$ cat config.mk
export PLATFORM = sky130hd
export DESIGN_NAME = msrv32_load_store_unit
export DESIGN_NICKNAME = d
export VERILOG_FILES = /design/src/rtl/msrv32_load_store_unit.sv
export SDC_FILE = /design/constraint.sdc
export NUM_CORES = 1
export LEC_CHECK = 0
export CORE_ASPECT_RATIO = 1.25
export CORE_UTILIZATION = 35
export DETAILED_ROUTE_END_ITERATION = 16
export HOLD_SLACK_MARGIN = 0.1
export PLACE_DENSITY = 0.79
export SYNTH_ARGS = -nofsm -noshare
export SYNTH_HDL_FRONTEND = slang
export SYNTH_SLANG_ARGS = --single-unit
$ cat constraint.sdc
create_clock -name clk_in -period 1.9 [get_ports clk_in]
set_input_delay 0.38 -clock clk_in [delete_from_list [all_inputs] [get_ports clk_in]]
set_output_delay 0.38 -clock clk_in [all_outputs]
set_load 0.02 [all_outputs]
$ cat src/rtl/msrv32_load_store_unit.sv
// ---------------------------------------------------------------------------
// msrv32_load_store_unit
//
// Data-memory load/store unit fed from the stage-2 pipeline register.
// It issues one req/ack transaction at a time, builds byte-lane masks and
// lane-replicated store data, and aligns and extends load data for writeback.
// The pipeline is stalled while a transaction is outstanding.
//
// Optional build macro: MSRV32_LSU_TIMEOUT_EN
//   defined   -> an ack wait longer than TIMEOUT_CYCLES BUSY cycles aborts the
//                transaction and pulses bus_error_out
//   undefined -> BUSY waits for ack indefinitely, bus_error_out is tied to 0
//
// Ports
//   clk_in            clock, rising edge
//   reset_in          synchronous active-high reset
//   iadder_in         effective byte address
//   rs2_in            store source data
//   load_size_in      00 byte, 01 half, 10/11 word
//   load_unsigned_in  1 = zero-extend, 0 = sign-extend
//   mem_rd_req_in     load request (sampled in IDLE)
//   mem_wr_req_in     store request (sampled in IDLE, wins over load)
//   dmem_ack_in       memory completion
//   dmem_rdata_in     memory read word
//   dmem_addr_out     word-aligned address
//   dmem_wr_data_out  lane-replicated store data
//   dmem_wr_mask_out  byte-enable mask (0 on loads)
//   dmem_rd_req_out   load request to memory
//   dmem_wr_req_out   store request to memory
//   load_data_out     aligned, extended load result (held between loads)
//   load_valid_out    one-cycle pulse with a new load result
//   misaligned_out    one-cycle pulse for a rejected misaligned access
//   bus_error_out     one-cycle pulse on ack timeout
//   stall_out         high while a transaction is outstanding
//
// state | meaning
// IDLE  | waiting for a request; misaligned requests are rejected here
// BUSY  | request on the bus, waiting for dmem_ack_in
// ---------------------------------------------------------------------------
module msrv32_load_store_unit #(
   parameter int unsigned TIMEOUT_CYCLES = 16
) (
   input  logic        clk_in,
   input  logic        reset_in,
   input  logic [31:0] iadder_in,
   input  logic [31:0] rs2_in,
   input  logic [1:0]  load_size_in,
   input  logic        load_unsigned_in,
   input  logic        mem_rd_req_in,
   input  logic        mem_wr_req_in,
   input  logic        dmem_ack_in,
   input  logic [31:0] dmem_rdata_in,
   output logic [31:0] dmem_addr_out,
   output logic [31:0] dmem_wr_data_out,
   output logic [3:0]  dmem_wr_mask_out,
   output logic        dmem_rd_req_out,
   output logic        dmem_wr_req_out,
   output logic [31:0] load_data_out,
   output logic        load_valid_out,
   output logic        misaligned_out,
   output logic        bus_error_out,
   output logic        stall_out
);

   // The timeout counter needs at least two distinct values to be meaningful.
   if (TIMEOUT_CYCLES < 2) begin : g_bad_timeout
      $error("msrv32_load_store_unit: TIMEOUT_CYCLES must be at least 2");
   end

   typedef enum logic {IDLE, BUSY} state_t;

   state_t      state;
   logic [1:0]  lane_q;
   logic [1:0]  size_q;
   logic        unsigned_q;

   logic        req_any;
   logic        misaligned_req;
   logic [31:0] st_data;
   logic [3:0]  st_mask;
   logic [7:0]  byte_sel;
   logic [15:0] half_sel;
   logic [31:0] load_ext;

`ifdef MSRV32_LSU_TIMEOUT_EN
   localparam int unsigned CNT_W = $clog2(TIMEOUT_CYCLES);
   localparam logic [CNT_W-1:0] TO_LAST = CNT_W'(TIMEOUT_CYCLES - 1);
   logic [CNT_W-1:0] to_cnt;
`endif

   assign req_any = mem_wr_req_in | mem_rd_req_in;

   always_comb begin
      misaligned_req = 1'b0;
      case (load_size_in)
         2'b00:   misaligned_req = 1'b0;
         2'b01:   misaligned_req = iadder_in[0];
         default: misaligned_req = |iadder_in[1:0];
      endcase
   end

   always_comb begin
      st_data = rs2_in;
      st_mask = 4'b1111;
      case (load_size_in)
         2'b00: begin
            st_data = {4{rs2_in[7:0]}};
            st_mask = 4'b0001 << iadder_in[1:0];
         end
         2'b01: begin
            st_data = {2{rs2_in[15:0]}};
            st_mask = iadder_in[1] ? 4'b1100 : 4'b0011;
         end
         default: begin
            st_data = rs2_in;
            st_mask = 4'b1111;
         end
      endcase
   end

   // Lane selection uses the address captured at request time, since the
   // pipeline may have moved iadder_in on by the time ack arrives.
   always_comb begin
      byte_sel = 8'h00;
      case (lane_q)
         2'b00: byte_sel = dmem_rdata_in[7:0];
         2'b01: byte_sel = dmem_rdata_in[15:8];
         2'b10: byte_sel = dmem_rdata_in[23:16];
         2'b11: byte_sel = dmem_rdata_in[31:24];
         default: byte_sel = 8'h00;
      endcase
      half_sel = lane_q[1] ? dmem_rdata_in[31:16] : dmem_rdata_in[15:0];
      case (size_q)
         2'b00:   load_ext = {{24{~unsigned_q & byte_sel[7]}}, byte_sel};
         2'b01:   load_ext = {{16{~unsigned_q & half_sel[15]}}, half_sel};
         default: load_ext = dmem_rdata_in;
      endcase
   end

   always_ff @(posedge clk_in) begin
      if (reset_in) begin
         state            <= IDLE;
         lane_q           <= 2'b00;
         size_q           <= 2'b00;
         unsigned_q       <= 1'b0;
         dmem_addr_out    <= '0;
         dmem_wr_data_out <= '0;
         dmem_wr_mask_out <= '0;
         dmem_rd_req_out  <= 1'b0;
         dmem_wr_req_out  <= 1'b0;
         load_data_out    <= '0;
         load_valid_out   <= 1'b0;
         misaligned_out   <= 1'b0;
         stall_out        <= 1'b0;
`ifdef MSRV32_LSU_TIMEOUT_EN
         bus_error_out    <= 1'b0;
         to_cnt           <= '0;
`endif
      end else begin
         load_valid_out <= 1'b0;
         misaligned_out <= 1'b0;
`ifdef MSRV32_LSU_TIMEOUT_EN
         bus_error_out  <= 1'b0;
`endif
         case (state)
            IDLE: begin
               if (req_any) begin
                  if (misaligned_req) begin
                     misaligned_out <= 1'b1;
                  end else begin
                     state            <= BUSY;
                     lane_q           <= iadder_in[1:0];
                     size_q           <= load_size_in;
                     unsigned_q       <= load_unsigned_in;
                     dmem_addr_out    <= {iadder_in[31:2], 2'b00};
                     // Store wins when both requests are present.
                     dmem_wr_req_out  <= mem_wr_req_in;
                     dmem_rd_req_out  <= ~mem_wr_req_in;
                     dmem_wr_data_out <= mem_wr_req_in ? st_data : 32'h0;
                     dmem_wr_mask_out <= mem_wr_req_in ? st_mask : 4'b0000;
                     stall_out        <= 1'b1;
`ifdef MSRV32_LSU_TIMEOUT_EN
                     to_cnt           <= '0;
`endif
                  end
               end
            end
            BUSY: begin
               if (dmem_ack_in) begin
                  state           <= IDLE;
                  dmem_rd_req_out <= 1'b0;
                  dmem_wr_req_out <= 1'b0;
                  stall_out       <= 1'b0;
                  if (dmem_rd_req_out) begin
                     load_data_out  <= load_ext;
                     load_valid_out <= 1'b1;
                  end
               end
`ifdef MSRV32_LSU_TIMEOUT_EN
               else if (to_cnt == TO_LAST) begin
                  state           <= IDLE;
                  dmem_rd_req_out <= 1'b0;
                  dmem_wr_req_out <= 1'b0;
                  stall_out       <= 1'b0;
                  bus_error_out   <= 1'b1;
               end else begin
                  to_cnt <= to_cnt + 1'b1;
               end
`endif
            end
            default: state <= IDLE;
         endcase
      end
   end

`ifndef MSRV32_LSU_TIMEOUT_EN
   assign bus_error_out = 1'b0;
`endif

endmodule

Word level (Yosys, flattened, before mapping)
Index checks and enable logic that the tools add are counted.
{"block": "totals", "register_bits": 109, "in_bits": 104, "out_inout_bits": 106, "wordCells": 65}
{"block": "classes", "n_eq_ne": 8, "shifts": 1, "muxes": 25, "bitwise_logic": 9, "reduce_logical": 9}
{"operator": "$pmux 32 s2", "count": 2}
{"operator": "$mux 32", "count": 1}
{"operator": "$pmux 8 s4", "count": 1}
{"operator": "$mux 16", "count": 1}
{"operator": "$mux 1", "count": 12}
{"operator": "$pmux 1 s2", "count": 5}
{"operator": "$reduce_and 3->1", "count": 3}
{"operator": "$mux 4", "count": 2}
{"operator": "$pmux 4 s2", "count": 1}
{"operator": "$eq 2x1->1 const B", "count": 3}
{"operator": "$logic_not 2->1", "count": 3}
{"operator": "$ne 2x2->1 const B", "count": 3}
{"operator": "$not 1->1", "count": 6}
{"operator": "$reduce_or 3->1", "count": 2}
{"operator": "$eq 2x2->1 const B", "count": 2}
{"operator": "$shl 1x2->4 const A", "count": 1}
{"operator": "$and 1x1->1", "count": 2}
{"operator": "$reduce_or 2->1", "count": 1}
{"operator": "$or 1x1->1", "count": 1}

Longest topological paths before layout
Gate-level depths: netlist of run 1.
{"block": "depth", "depth_word": 5, "depth_mapped": 6, "mapped_depth_nobuf": 4}

Least setup slack after synthesis of run 1
OpenSTA, ideal clock, no wires.
{"block": "synth_path", "path_kind": "input to register", "startpoint": "input iadder_in[1]", "endpoint": "register dmem_wr_req_out", "setup_ns": 0.116, "arrival_time_ns": 1.429, "t_required_ns": 1.784, "slack_ns": 0.355, "path_stages": 5, "n_path_buf": 1, "path_cell_list": "or2_2 a21oi_4 nor2_2 buf_2 a31o_2"}
{"block": "synth_via", "elab_chain_cells": 4}
{"item": "start, declared", "line_no": "45", "source": "input logic [31:0] iadder_in,"}
{"item": "$reduce_or 2->1", "line_no": "98", "source": "default: misaligned_req = |iadder_in[1:0];"}
{"item": "$pmux 1 s2", "line_no": "95", "source": "case (load_size_in)"}
{"item": "$ne 2x2->1 (no line)"}
{"item": "$reduce_and 3->1 (no line)"}
{"item": "end signal, assigned", "line_no": "177", "source": "dmem_wr_req_out <= mem_wr_req_in;"}
{"item": "end, declared", "line_no": "57", "source": "output logic dmem_wr_req_out,"}
No other way between the ends.
A chain may end at the register's enable or synchronous reset.

Worst setup path after layout of run 1
{"block": "layout_path", "startpoint": "register lane_q[0]", "endpoint": "register load_data_out[14]"}
{"block": "layout_via", "elab_chain_cells": 4, "word_cells_on_any_way": 7, "cone_classes": "3 x eq/ne; 2 x mux; 1 x bitwise; 1 x reduce/logical"}
{"item": "start, declared", "line_no": "73", "source": "logic [1:0] lane_q;"}
{"item": "start signal, assigned", "line_no": "172", "source": "lane_q <= iadder_in[1:0];"}
{"item": "$eq 2x2->1, or another cell as far along", "line_no": "125", "source": "case (lane_q)"}
{"item": "$pmux 8 s4 *", "line_no": "125"}
{"item": "$and 1x1->1 *", "line_no": "134", "source": "2'b00: load_ext = {{24{~unsigned_q & byte_sel[7]}}, byte_sel};"}
{"item": "$pmux 32 s2 *", "line_no": "133", "source": "case (size_q)"}
{"item": "end signal, assigned", "line_no": "195", "source": "load_data_out <= load_ext;"}
{"item": "end, declared", "line_no": "58", "source": "output logic [31:0] load_data_out,"}
Every way passes the cells marked *; elsewhere a longest branch is shown, timed or not.

==> impl_metrics.yaml, run 1 <==
placed_design:
  post_dp_cell_area_um2: 7010
  place_congestion: 0.869
  io_buffer_count: 206
  dp_hpwl_mm: 11.5
yosys:
  synthCells: 518
  synth_flop_cell: "dfxtp_1"
  synth.cell_area_um2: 4610
  yosys_warnings: 0
  yosysUniqueCellTypes: 41
  ys_ff_latch: 109
  synth-edff-count: 0
  syn_avg_cell_area_um2: 8.90
  ys_async_sr_fraction_pct: 0
  synth-seq-area-share_pct: 47.3
timing:
  fin_skew_ps: 9.20
  finalSetupViolCount: 0
  worstMarginPinSlew_ps: 557
  fmax_ghz: 0.544
  rsz0062_at_grt: "no"
  slew_violations: 0
  period_needed_ps: 1840
  max_slew_margin_pct: 62.8
  hold_viol: 0
  finalCritPeriodShare_pct: 96.8
routing:
  drc: 0
  ant_nets: 0
  vias: 4664
  wl_per_cell_um: 16.8
  drt_pass1_iterations: 4
  viasPerCell: 5.17
  routed_wl_mm: 15.2
  drt_iter0_drc: 166
floorplan:
  die_x_um: 105
  initial_core_util_pct: 36.1
  die_h_um: 130
  core_region_area_um2: 12800
  ios: 210
  row_count: 46
  die-area_um2: 13600
critical_path:
  startpoint_type: "register"
  critical_path.top_delay_family: "compound AO/OA/AOI/OAI gates"
  crit_required_ps: 2080
  slowest_stage: "dfxtp_1"
  startpoint: "lane_q[0]"
  r2r-start: "lane_q[0]"
  arrival_ps: 2020
  critPathMaxFanout: 8
  max_stage_delay_ps: 450
  cp_cell_sequence: "mux2i_1 > o32ai_4 > buf_4 > a21oi_2 > a41oi_1"
  endpoint_kind: "register"
  critPathKind: "reg2reg"
  path_buf_inv: 1
power:
  ir_drop_mv: 0.405
  power.density_nw_per_um2: 747
  leakage_uw: 0.00263
  finalPower_uw: 5450
global_routing:
  grt_overflow: 0
  grt_first_pass_wirelength_mm: 23.1
  grtUsageTotal_pct: 21.5
  antenna_found_initial: 0
  grt_start_max_net_pins: 44
  grt_pass1_vias: 4652
cells_and_area:
  syn_to_final_growth_pct: 58.1
  design_area_um2: 7290
  final_common_cell: "clkdlybuf4s50_1"
  diodes: 0
  drive_gt1_share_pct: 9.95
  final_nets: 833
  final_cell_mix: "clkdlybuf4s50_1, dfxtp_1, nand2_1, a21oi_1, nor2_1"
clock_network:
  tritoncts: "done"
  cts_setup_buffers: 0
  clk_pin_slew_ps: 70
  hold_buffers: 0
  clk_path_buf_depth: 2
  clk_latency_ps: 340
  htreeDepth: 3
  clock_sinks: 109
  cts_root_buf: "clkbuf_16"
  post_cts_resized: 0
  numCtsBuffers: 9
flow_run:
  cap_viol_max_count: 0
min_path:
  min_from: "stall_out"
  min_path_type: "reg2reg"
status:
  status: "completed"
-- through the flow --
step / TNS, ps / hold slack, ps / util [%] / cells / setup WS, ps
finish: 0 / 453 / 57.1 / 902 / 61.2
CTS: 0 / 459 / 57.1 / 902 / 94.3
detailed placement: -3080 / 447 / 54.8 / 886 / -239
global placement: -680 / 441 / 54.8 / 886 / -112
global route: 0 / 475 / 57.1 / 902 / 31.0
floorplan: 0 / 450 / - / 520 / 355
-- final cells by class --
type                    instances  area (µm²)
well taps                     168         210
flip-flops and latches        109        2180
repair buffers                242        2390
clock buffers                  10         239
multi-input cells             360        2200
fillers                      1147        5490
inverters                       7        26.3
clock inverters                 6        43.8
-- cell families after synthesis --
group / share of synthesized area, %
simple gates: 15.2
other cells: 0.0814
flops: 47.3
buf+inv: 5.13
mux: 6.08
compound gates: 26.1
-- per-layer routing --
metal	GRT usage [%]	part of all wire (%)	vias up
met5	0	0	-
met1	24.1	39	2209
met2	38.5	52	175
li1	-	-	2244
met3	4.95	6.0	36
met4	11.2	3.7	0
-- power by group --
part           leakage (µW)  internal, µW  total (µW)  switching [µW]
Clock              0.000140           936        1800             865
Sequential         0.000888          2400        2470            74.1
Combinational       0.00160           594        1170             578
Total               0.00263          3930        5450            1520
-- registers in the layout, summed over array words and instances (netlist names) --
signal / cells
dmem_addr_out: 30
dmem_rd_req_out: 1
dmem_wr_data_out: 32
dmem_wr_mask_out: 4
dmem_wr_req_out: 1
lane_q: 2
load_data_out: 32
load_valid_out: 1
misaligned_out: 1
size_q: 2
stall_out: 1
state: 1
unsigned_q: 1
-- Yosys cell counts (3+ instances only) --
cell,count,area [µm²]
o2bb2ai_1,20,175
a22o_1,16,140
o21ai_0,15,75.1
mux2i_1,28,280
inv_1,7,26.3
nand2b_1,9,56.3
nor2_1,35,131
a311o_1,6,60.1
a21oi_1,56,280
o21bai_1,3,22.5
dfxtp_1,109,2180
buf_2,12,60.1
nand2_1,106,398
buf_4,4,30.0
a211oi_1,20,150
clkbuf_1,25,93.8
a22oi_1,6,45.0
a211oi_2,10,125
-- worst min-delay path, stage by stage (launching register included) --
cell and delay, ps:
dfxtp_1 310, nand2_1 50, a21oi_1 50
-- worst paths after layout --
path,endpoint,slack (ps),cells past startpoint
worst max register to register,load_data_out[14],60,5
worst max-delay path,load_data_out[14],60,5
worst min-delay path,stall_out,450,2
worst min register to register,stall_out,450,2
Power figures use the tool's default switching activity.
==> run 2, diff against run 1 <==
--- a/config.mk
+++ b/config.mk
@@ -8,8 +8,9 @@
 export CORE_ASPECT_RATIO = 1.25
 export CORE_UTILIZATION = 35
 export DETAILED_ROUTE_END_ITERATION = 16
+export GPL_TIMING_DRIVEN = 0
 export HOLD_SLACK_MARGIN = 0.1
-export PLACE_DENSITY = 0.79
+export PLACE_DENSITY = 0.69
 export SYNTH_ARGS = -nofsm -noshare
 export SYNTH_HDL_FRONTEND = slang
 export SYNTH_SLANG_ARGS = --single-unit
==> run 2 against run 1 <==
Net effect: sequential power about the same; fmax rose by 0.56%; total power decreased by 0.20%; utilization shrank 0.63 points; critical path depth is the same; critical path type is now in2reg; critical endpoint is now load_data_out[7].
==> impl_metrics.yaml, run 2 (same netlist as run 1, synthesis figures left out) <==
global_routing:
  grtUsageTotal_pct: 22.6
  antenna_found_initial: 0
  grt_first_pass_wirelength_mm: 23.9
  grt_start_max_net_pins: 17
  grt_overflow: 0
  grt_pass1_vias: 4645
timing:
  period_needed_ps: 1830
  slew_violations: 0
  fmax_ghz: 0.547
  fin_skew_ps: 5.96
  max_slew_margin_pct: 58.8
  tns_ps: 0
  rsz0062_at_grt: "no"
  finalSetupViolCount: 0
  worstMarginPinSlew_ps: 618
  hold_viol: 0
  finalCritPeriodShare_pct: 96.2
  hold_ws_ps: 453
critical_path:
  arrival_ps: 2040
  cp_cell_sequence: "clkdlybuf4s50_1 > nand3_1 > clkbuf_1 > a2111oi_1 > nor3_1"
  critical_path.top_delay_family: "buffers and inverters"
  endpoint_kind: "register"
  critPathMaxFanout: 10
  crit_required_ps: 2110
  startpoint_type: "input pin"
  slowest_stage: "a2111oi_1"
  rr_worst_depth: 4
  r2r-start: "size_q[1]"
  rrSetupSlack_ps: 180
  path_buf_inv: 2
  r2r_end: "load_data_out[13]"
  max_stage_delay_ps: 590
  critPathKind: "in2reg"
clock_network:
  clock_sinks: 109
  clk_path_buf_depth: 2
  clk_latency_ps: 340
  htreeDepth: 3
  cts_root_buf: "clkbuf_16"
  numCtsBuffers: 9
  tritoncts: "done"
  clk_pin_slew_ps: 70
routing:
  wl_per_cell_um: 16.9
  drt_iter0_drc: 147
  drc: 0
  viasPerCell: 5.08
  routed_wl_mm: 15.3
  vias: 4625
  ant_nets: 0
  drt_pass1_iterations: 4
cells_and_area:
  final_common_cell: "clkdlybuf4s50_1"
  nFillCells: 1211
  fin_util_pct: 56.4
  final_nets: 843
  diodes: 0
  reg_top3: "dmem_wr_data_out (32), load_data_out (32), dmem_addr_out (30)"
  syn_to_final_growth_pct: 56.4
  final_cell_mix: "clkdlybuf4s50_1, dfxtp_1, nand2_1, a21oi_1, nor2_1"
  drive_gt1_share_pct: 7.95
min_path:
  holdPathStages: 2
  min_from: "dmem_addr_out[3]"
  min_path_type: "reg2reg"
  worstHoldEndpoint: "dmem_addr_out[3]"
floorplan:
  die-area_um2: 13600
  ios: 210
  core_region_area_um2: 12800
  die_x_um: 105
  initial_core_util_pct: 36.1
  die_h_um: 130
  row_count: 46
placed_design:
  io_buffer_count: 206
  dp_hpwl_mm: 12.0
  place_congestion: 0.842
power:
  leakage_uw: 0.00258
  ir_drop_mv: 0.373
  power.density_nw_per_um2: 754
status:
  status: "completed"
flow_run:
  cap_viol_max_count: 0
[run 2: changes by cell type in the layout (fill, tap and decap cells not counted), moves of 2 or more]
cell / change
buf_4: -23
buf_1: +2
buf_12: -5
buf_2: +9
clkbuf_1: +21
buf_6: +2
inv_6: -3
clkbuf_2: +3
[run 2: repair_timing]
item | in CTS | in global routing
setup endpoints to repair | 2 | 49
pin swaps | 1 | 1
hold buffers | 0 | 0
setup buffers | 2 | 2
resized for setup | 1 | 11
[run 2: final cells by class]
cell class	count	area, µm²	area share [%]
flip-flops and latches	109	2180	30.3
multi-input cells	360	2210	30.7
clock inverters	4	51.3	0.712
inverters	7	26.3	0.364
plain buffers	42	208	2.88
repair buffers	210	2090	29.0
clock buffers	10	229	3.18
well taps	168	210	2.92
[run 2: per-stage QoR]
step | instances | worst slack [ps] | power (µW) | area [µm²]
final | 910 | 71.4 | 5440 | 7210
after global routing | 910 | 0.891 | 5690 | 7210
after CTS | 910 | 12.4 | 5500 | 7190
after detailed placement | 894 | -404 | 3660 | 6890
after global placement | 894 | -397 | 3650 | 6890
after floorplan | 520 | 355 | 3060 | 4620
[run 2: worst min-delay path, stage by stage, from the launching register on]
cell and delay (ps):
dfxtp_1 310, nand2_1 50, a21oi_1 50
[run 2: how the worst max path moves through the flow]
stage / startpoint / end / slack (ps) / depth (start not counted)
6_report: dmem_ack_in / load_data_out[7] / 70 / 5
5_1_grt: iadder_in[0] / dmem_wr_data_out[7] / 0.9 / 7
4_1_cts: load_size_in[1] / dmem_wr_data_out[23] / 10 / 5
3_5_place_dp: dmem_ack_in / load_data_out[7] / -400 / 5
3_3_place_gp: iadder_in[1] / dmem_wr_req_out / -400 / 6
2_1_floorplan: iadder_in[1] / dmem_wr_req_out / 350 / 5
[run 2: power by group]
part           switching (µW)  internal (µW)  total (µW)
clock network             809           1010        1820
registers                68.4           2400        2470
logic                     587            562        1150
total                    1460           3970        5440
[run 2: per-layer routing]
layer  GRT usage (%)  wire length, µm
met1            25.5             6200
met2            41.0             7730
met3            6.29             1140
met4            7.71              277
met5               0                0
==> run 3, diff against run 2 <==
--- a/config.mk
+++ b/config.mk
@@ -7,10 +7,12 @@
 export LEC_CHECK = 0
 export CORE_ASPECT_RATIO = 1.25
 export CORE_UTILIZATION = 35
+export CTS_CLUSTER_DIAMETER = 80
 export DETAILED_ROUTE_END_ITERATION = 16
 export GPL_TIMING_DRIVEN = 0
 export HOLD_SLACK_MARGIN = 0.1
 export PLACE_DENSITY = 0.69
+export SLEW_MARGIN = 10
 export SYNTH_ARGS = -nofsm -noshare
 export SYNTH_HDL_FRONTEND = slang
 export SYNTH_SLANG_ARGS = --single-unit
==> results of run 3 <==
No change in the layout: final DEF, timing and power equal those of run 2.
